File: src/rtl/sparc_ifu_fetch_arb.sv
// Four-thread I-cache fetch-port arbiter: least-recently-granted round-robin,
// grant held until ack or kill, with a sticky hold-time watchdog.
module sparc_ifu_fetch_arb #(
   parameter int unsigned MAX_HOLD = 64
) (
   input  logic       clk,
   input  logic       reset,
   input  logic [3:0] req_vec,
   input  logic [3:0] kill_vec,
   input  logic       ack,
   input  logic       err_clr,
   input  logic       rst_tri_enable,
   output logic [3:0] grant_vec,
   output logic       gnt_vld,
   output logic [1:0] last_gnt,
   output logic       timeout_err
);

   typedef enum logic [0:0] {
      IDLE = 1'b0,
      BUSY = 1'b1
   } state_t;

   state_t     state_q, state_d;
   logic [3:0] grant_q, grant_d;
   logic [3:0] park_q, park_d;
   logic [7:0] hold_cnt_q, hold_cnt_d;
   logic       timeout_err_q, timeout_err_d;
   logic [3:0] elig_s;
   logic [3:0] next_s;

   function automatic logic [1:0] enc_oh(input logic [3:0] oh);
      logic [1:0] idx;
      case (oh)
         4'b0001: idx = 2'd0;
         4'b0010: idx = 2'd1;
         4'b0100: idx = 2'd2;
         4'b1000: idx = 2'd3;
         default: idx = 2'd0;
      endcase
      return idx;
   endfunction

   // Walk from lowest priority (the park slot itself) to highest so the
   // thread right after park overrides everything else.
   function automatic logic [3:0] pick(input logic [3:0] elig, input logic [1:0] park_idx);
      logic [3:0] gnt;
      logic [1:0] idx;
      gnt = 4'b0000;
      for (int i = 4; i >= 1; i--) begin
         idx = park_idx + 2'(i);
         if (elig[idx]) begin
            gnt = 4'b0001 << idx;
         end else begin
            gnt = gnt;
         end
      end
      return gnt;
   endfunction

   // Next-state, grant, park, watchdog computation.
   always_comb begin
      state_d       = state_q;
      grant_d       = grant_q;
      park_d        = park_q;
      hold_cnt_d    = hold_cnt_q;
      timeout_err_d = timeout_err_q;
      elig_s        = req_vec & ~kill_vec;
      next_s        = 4'b0000;

      case (state_q)
         IDLE: begin
            next_s = pick(elig_s, enc_oh(park_q));
            if (next_s != 4'b0000) begin
               grant_d    = next_s;
               park_d     = next_s;
               hold_cnt_d = 8'd1;
               state_d    = BUSY;
            end else begin
               hold_cnt_d = 8'd0;
            end
         end
         BUSY: begin
            if (ack) begin
               next_s = pick(elig_s & ~grant_q, enc_oh(park_q));
               if (next_s != 4'b0000) begin
                  grant_d    = next_s;
                  park_d     = next_s;
                  hold_cnt_d = 8'd1;
               end else begin
                  grant_d    = 4'b0000;
                  hold_cnt_d = 8'd0;
                  state_d    = IDLE;
               end
            end else if ((kill_vec & grant_q) != 4'b0000) begin
               grant_d    = 4'b0000;
               hold_cnt_d = 8'd0;
               state_d    = IDLE;
            end else if (hold_cnt_q != 8'hFF) begin
               hold_cnt_d = hold_cnt_q + 8'd1;
            end else begin
               hold_cnt_d = hold_cnt_q;
            end
         end
         default: begin
            state_d    = IDLE;
            grant_d    = 4'b0000;
            hold_cnt_d = 8'd0;
         end
      endcase

      // Setting the flag takes precedence over a simultaneous clear.
      if ((state_q == BUSY) && (hold_cnt_q == 8'(MAX_HOLD)) && !ack) begin
         timeout_err_d = 1'b1;
      end else if (err_clr) begin
         timeout_err_d = 1'b0;
      end else begin
         timeout_err_d = timeout_err_q;
      end
   end

   // State registers.
   always_ff @(posedge clk or posedge reset) begin
      if (reset) begin
         state_q       <= IDLE;
         grant_q       <= 4'b0000;
         park_q        <= 4'b0001;
         hold_cnt_q    <= 8'd0;
         timeout_err_q <= 1'b0;
      end else begin
         state_q       <= state_d;
         grant_q       <= grant_d;
         park_q        <= park_d;
         hold_cnt_q    <= hold_cnt_d;
         timeout_err_q <= timeout_err_d;
      end
   end

   assign grant_vec   = rst_tri_enable ? 4'b0001 : grant_q;
   assign gnt_vld     = rst_tri_enable ? 1'b0 : (|grant_q);
   assign last_gnt    = enc_oh(park_q);
   assign timeout_err = timeout_err_q;

endmodule

File: config.mk
export PLATFORM = sky130hd
export DESIGN_NAME = sparc_ifu_fetch_arb
export DESIGN_NICKNAME = d
export VERILOG_FILES = /design/src/rtl/sparc_ifu_fetch_arb.sv
export SDC_FILE = /design/constraint.sdc
export NUM_CORES = 1
export LEC_CHECK = 0
export ABC_AREA = 1
export CORE_MARGIN = 2
export CORE_UTILIZATION = 56
export CTS_CLUSTER_DIAMETER = 100
export DETAILED_ROUTE_END_ITERATION = 16
export PLACE_DENSITY = 0.88
export SLEW_MARGIN = 5
export SYNTH_ARGS = -nofsm -noshare
export SYNTH_HDL_FRONTEND = slang
export SYNTH_SLANG_ARGS = --single-unit
File: constraint.sdc
create_clock -name clk -period 3.5 [get_ports clk]
set_input_delay 0.7 -clock clk [delete_from_list [all_inputs] [get_ports clk]]
set_output_delay 0.7 -clock clk [all_outputs]
set_load 0.02 [all_outputs]
# Word-level counts from Yosys, hierarchy flattened
# Cells that the tools add are included.
[word_totals] register_bits=18 latchBits=0 ramBits=0 rom_bits=0 output_inout_bits=8 word_cells=108 n_memories=0
[classes] addsub=7 mul=0 div=0 n_lt_le_gt_ge=8 eq_ne=10 shift=8 mux=54 n_bitwise=6 n_reduce_logical=10
[op_table] operator="$mux W4" count=18
[op_table] operator="$shl A1 B2 Y4 const A" count=8
[op_table] operator="$lt A2 B3 Y1 const B" count=8
[op_table] operator="$mux W8" count=3
[op_table] operator="$mux W1" count=17
[op_table] operator="$bmux W1 S2" count=8
[op_table] operator="$pmux W4 S2" count=2
[op_table] operator="$pmux W8 S2" count=1
[op_table] operator="$and A4 B4 Y4" count=3
[op_table] operator="$reduce_bool A4 Y1" count=3
[op_table] operator="$add A2 B2 Y2 const B" count=4
[op_table] operator="$add A8 B1 Y8 const B" count=1
[op_table] operator="$eq A8 B7 Y1 const B" count=1
[op_table] operator="$ne A8 B8 Y1 const B" count=1
[op_table] operator="$not A4 Y4" count=2
[op_table] operator="$mux W2" count=3
[op_table] operator="$pmux W2 S3" count=1
[op_table] operator="$add A2 B1 Y2 const B" count=2
[op_table] operator="$eq A4 B2 Y1 const B" count=1
[op_table] operator="$eq A4 B3 Y1 const B" count=1
[op_table] operator="$eq A4 B4 Y1 const B" count=1
[op_table] operator="$ne A2 B2 Y1 const B" count=2
[op_table] operator="$ne A4 B2 Y1 const B" count=1
[op_table] operator="$reduce_or A4 Y1" count=1
[op_table] operator="other kinds (9)" count=10

# Longest topological paths before layout
[depth] ltp_word=16 mapped_depth=21 mapped_depth_nobuf=20

# Worst setup path before layout
# Ideal clock, no wire load.
[synth_path] path_type="register to register" startpoint="register park_q[1]" endpoint="register park_q[2]" arrival_ns=2.506 t_required_ns=3.383 setup_slack_ns=0.877 stages_incl_launch_ff=19 period_less_slack_ns=2.623 path_cell_list="dfrtp_1 > nor2_1 > nand2_4 > nand2_4 > buf_12 > inv_1 > ha_1 > inv_1 > nand3_1 > nand2_1 > inv_1 > nor2_1 > inv_1 > nand2_1 > nor2_1 > a21oi_1 > o21ai_2 > nand2_1 > nand2_1"
[synth_between] elab_chain_cells=15
[synth_lines] element="start: declaration" line_no="26" source="logic [3:0] park_q, park_d;"
[synth_lines] element="start signal: assignment" line_no="133" source="park_q <= park_d;"
[synth_lines] element="$eq A4 B4 Y1 (tied with other cells)"
[synth_lines] element="$pmux W2 S3 *"
[synth_lines] element="named net last_gnt[0]" line_no="15" source="output logic [1:0] last_gnt,"
[synth_lines] element="$mux W2" line_no="84" source="if (ack) begin"
[synth_lines] element="$mux W2" line_no="71" source="case (state_q)"
[synth_lines] element="$add A2 B2 Y2 or $bmux W1 S2 (tied branches)" line_no="51, 52"
[synth_lines] element="$bmux W1 S2 or $mux W1 (tied branches)" line_no="52" source="if (elig[idx]) begin"
[synth_lines] element="$mux W1 (not written as such) or $mux W4 (tied branches)" line_no="52"
[synth_lines] element="$mux W4 (3 in a row)" line_no="52"
[synth_lines] element="$mux W4" line_no="84"
[synth_lines] element="$mux W4" line_no="71"
[synth_lines] element="$reduce_bool A4 Y1 or $mux W4 (tied branches)" line_no="86" source="if (next_s != 4'b0000) begin"
[synth_lines] element="$ne A2 B1 Y1 (no line) or $mux W4 (tied branches)"
[synth_lines] element="$reduce_and A3 Y1 (no line) or $pmux W4 S2 (tied branches)"
# Mark *: on every way through the listed nets, which the timed path passes. The rest lies on a longest branch. The select of a mux whose other input is x is not followed.
# A chain may end at the register's enable or synchronous reset.

# Final worst setup path
[layout_path] startpoint="register park_q[3]" endpoint="register park_q[3]"
[layout_between] elab_chain_cells=15
[layout_lines] element="$eq A4 B4 Y1 (tied with other cells)" line_no="34" source="case (oh)"
[layout_lines] element="$pmux W2 S3 *" line_no="34"
[layout_lines] element="$mux W2" line_no="84"
[layout_lines] element="$mux W2" line_no="71"
[layout_lines] element="$add A2 B2 Y2 or $bmux W1 S2 (tied branches)" line_no="51, 52"
[layout_lines] element="$bmux W1 S2 or $mux W1 (tied branches)" line_no="52"
[layout_lines] element="$mux W1 (not written as such) or $mux W4 (tied branches)" line_no="52"
[layout_lines] element="$mux W4 (3 in a row)" line_no="52"
[layout_lines] element="$mux W4" line_no="84"
[layout_lines] element="$mux W4" line_no="71"
[layout_lines] element="$reduce_bool A4 Y1 or $mux W4 (tied branches)" line_no="86"
[layout_lines] element="$ne A2 B1 Y1 (no line) or $mux W4 (tied branches)"
[layout_lines] element="$reduce_and A3 Y1 (no line) or $pmux W4 S2 (tied branches)"
# Every way passes the cells marked *; elsewhere a longest branch is shown, timed or not. The select of a mux whose other input is x is not followed.

==> results.toml <==
[die]
core_area_um2 = 3050
std_cell_rows = 20
boundaryPins = 21
die_y_um = 60.8
die-area_um2 = 3690
start_util = 0.591
die_x_um = 60.8

[logic_synthesis]
synth_async_sr_flop_share = 1.00
synth_edf_count = 0
yosysMostFrequentCell = "nand2_1"
synthTopCellsByCount = "nand2_1, inv_1, nand3_1"
mappedNetlistNets = 288
synth_warnings = 0
synth_top_area_share = 0.236
ys.flop_type = "dfrtp_1"
syn_avg_cell_area_um2 = 6.73
netlist_instances = 268
synth_seq_cells = 18
synth_seq_area_share = 0.250
yosysUniqueCellTypes = 32
synth_largest_area_cell = "dfrtp_1"
yosys-top-cells-area = "dfrtp_1, nand2_1, inv_1"
synth_area_um2 = 1800

[clocking]
root_buffer = "clkbuf_4"
htreeDepth = 1
numCtsBuffers = 3
clk_pin_slew_ns = 0.09
clk_latency_ns = 0.30
cts-resized-gates = 0
postCtsSetupBuffers = 0
clkSinkCount = 18
cts_tree = "built"
hold_buffers = 0
cts_buffer_depth = 2

[routing]
vias_per_cell = 5.28
firstDrtPassIters = 4
wl_per_cell_um = 12.0
vias = 1764
drt_iter0_drc = 165
ant_nets = 0
drc_errors = 0
drt_wl_total_mm = 4.02

[cells_and_area]
area_growth_pct = 14.8
antenna_cells = 0
fin_nets = 311
drive_above_1_share = 0.152

[sta]
finClkSkew_ns = 0.0119
slew_violations = 0
fin_crit_ns = 2.98
setup_tns_ns = 0
finalHoldViolCount = 0
whs_ns = 0.509
finalCritPeriodShare = 0.852
tightest_slew_ns = 0.665
fmax_mhz = 335
slew_headroom = 0.556
rsz0062_at_grt = "no"
finalSetupViolCount = 0

[critical_path]
reg2reg_slack_ns = 0.52
cp-end-kind = "register"
slowest_stage = "dfrtp_1"
criticalPathCategory = "register to register"
r2r-start = "park_q[3]"
crit_chain = "nor2_1 > nand2_2 > nand2_4 > inv_1 > ha_1 > inv_1 > nand3_1 > nand2_1 > inv_1 > nor2_1 > inv_1 > nand2_1 > nor2_1 > a21oi_1 > o21ai_2 > nand2_1 > nand2_1"
worstPathArrival_ns = 3.17
crit_start = "park_q[3]"
r2r_end = "park_q[3]"
path_buf_inv = 4
crit_path_max_incr_delay_ns = 0.41
cp_num_cells = 17
reg2reg_depth = 17
timing.critical_path.to = "park_q[3]"
cp-start-kind = "register"
cp_top_family = "simple AND/OR/NAND/NOR gates"
crit_required_ns = 3.69
path_max_fanout = 18

[min_path]
holdPathStages = 2
worst_hold_path_type = "register to register"
min-delay-start = "park_q[0]"

[place]
place.gp.congestion = 0.890
hpwlAfterDp_mm = 3.26
portBuffers = 20

[flow_run]
cap_violations = 0

[grt]
grt.overflow.total = 0
antenna_found_initial = 0
grt_pass1_vias = 1572
grt_pass1_wl_mm = 6.71
grt_usage = 0.239
grt_max_degree = 19

[outcome]
outcome = "completed"
[registers in the layout, summed over array words and instances, names as in the netlist]
register and count:
hold_cnt_q 8, grant_q 4, park_q 4, state_q 1, timeout_err 1
[worst min-delay path by stage]
stage,slack (ns),to
after floorplan,0.45,park_q[0]
after global placement,0.47,park_q[0]
after detailed placement,0.49,park_q[1]
after CTS,0.51,park_q[1]
after global routing,0.53,park_q[0]
final,0.51,park_q[0]
[metrics by stage]
step                area (um^2)  std cells   util  setup slack [ns]
floorplan                  1800        268      -             0.877
global placement           2040        330  0.667             0.555
detailed placement         2040        330  0.667             0.546
CTS                        2070        334  0.679             0.523
global route               2070        334  0.679             0.165
finish                     2070        334  0.679             0.518
[layout make-up]
type	count	area, um^2
Inverter	52	195
Multi-Input combinational cell	196	1130
Sequential cell	18	452
Clock buffer	4	36.3
Fill cell	261	981
Tap cell	44	55.1
Timing Repair Buffer	20	200
[kinds of logic after synthesis]
group / after synthesis / share of synthesized area
and+or+nand+nor: 135 / 0.364
AOI/OAI and AO/OA: 52 / 0.205
xor gates and xnor gates: 1 / 0.00486
adders and majority gates: 7 / 0.0485
buffers and inverters: 54 / 0.121
DFF: 18 / 0.250
muxes: 1 / 0.00555
[cells in the final DEF (no fill, tap or decap), drive strengths merged]
master	n
nand3	34
or2	1
nand4	1
xor2	1
nor3	4
dfstp	1
o211ai	4
ha	7
a211oi	2
dfrtp	17
a41oi	1
mux2i	1
nand2	67
inv	52
a21oi	22
clkbuf	4
nor2	28
o22ai	2
o21ai	21
clkdlybuf4s50	20
[worst register-to-register path, delay by kind of cell (launching register included)]
kind	cells	cell delay (ns)
simple gates	10	1.22
buf+inv	4	0.58
fa+ha+maj	1	0.40
flops	1	0.41
compound gates	2	0.29
[routing by layer]
metal | GRT usage | vias up | routed length (um)
met1 | 0.337 | 803 | 1930
met5 | 0 | - | 0
met3 | 0.0128 | 7 | 155
met2 | 0.404 | 45 | 1880
li1 | - | 909 | -
met4 | 0.0590 | 0 | 65
Power is not shown: default switching activity piles up to over one toggle a cycle in this logic, so the estimate is an artifact.
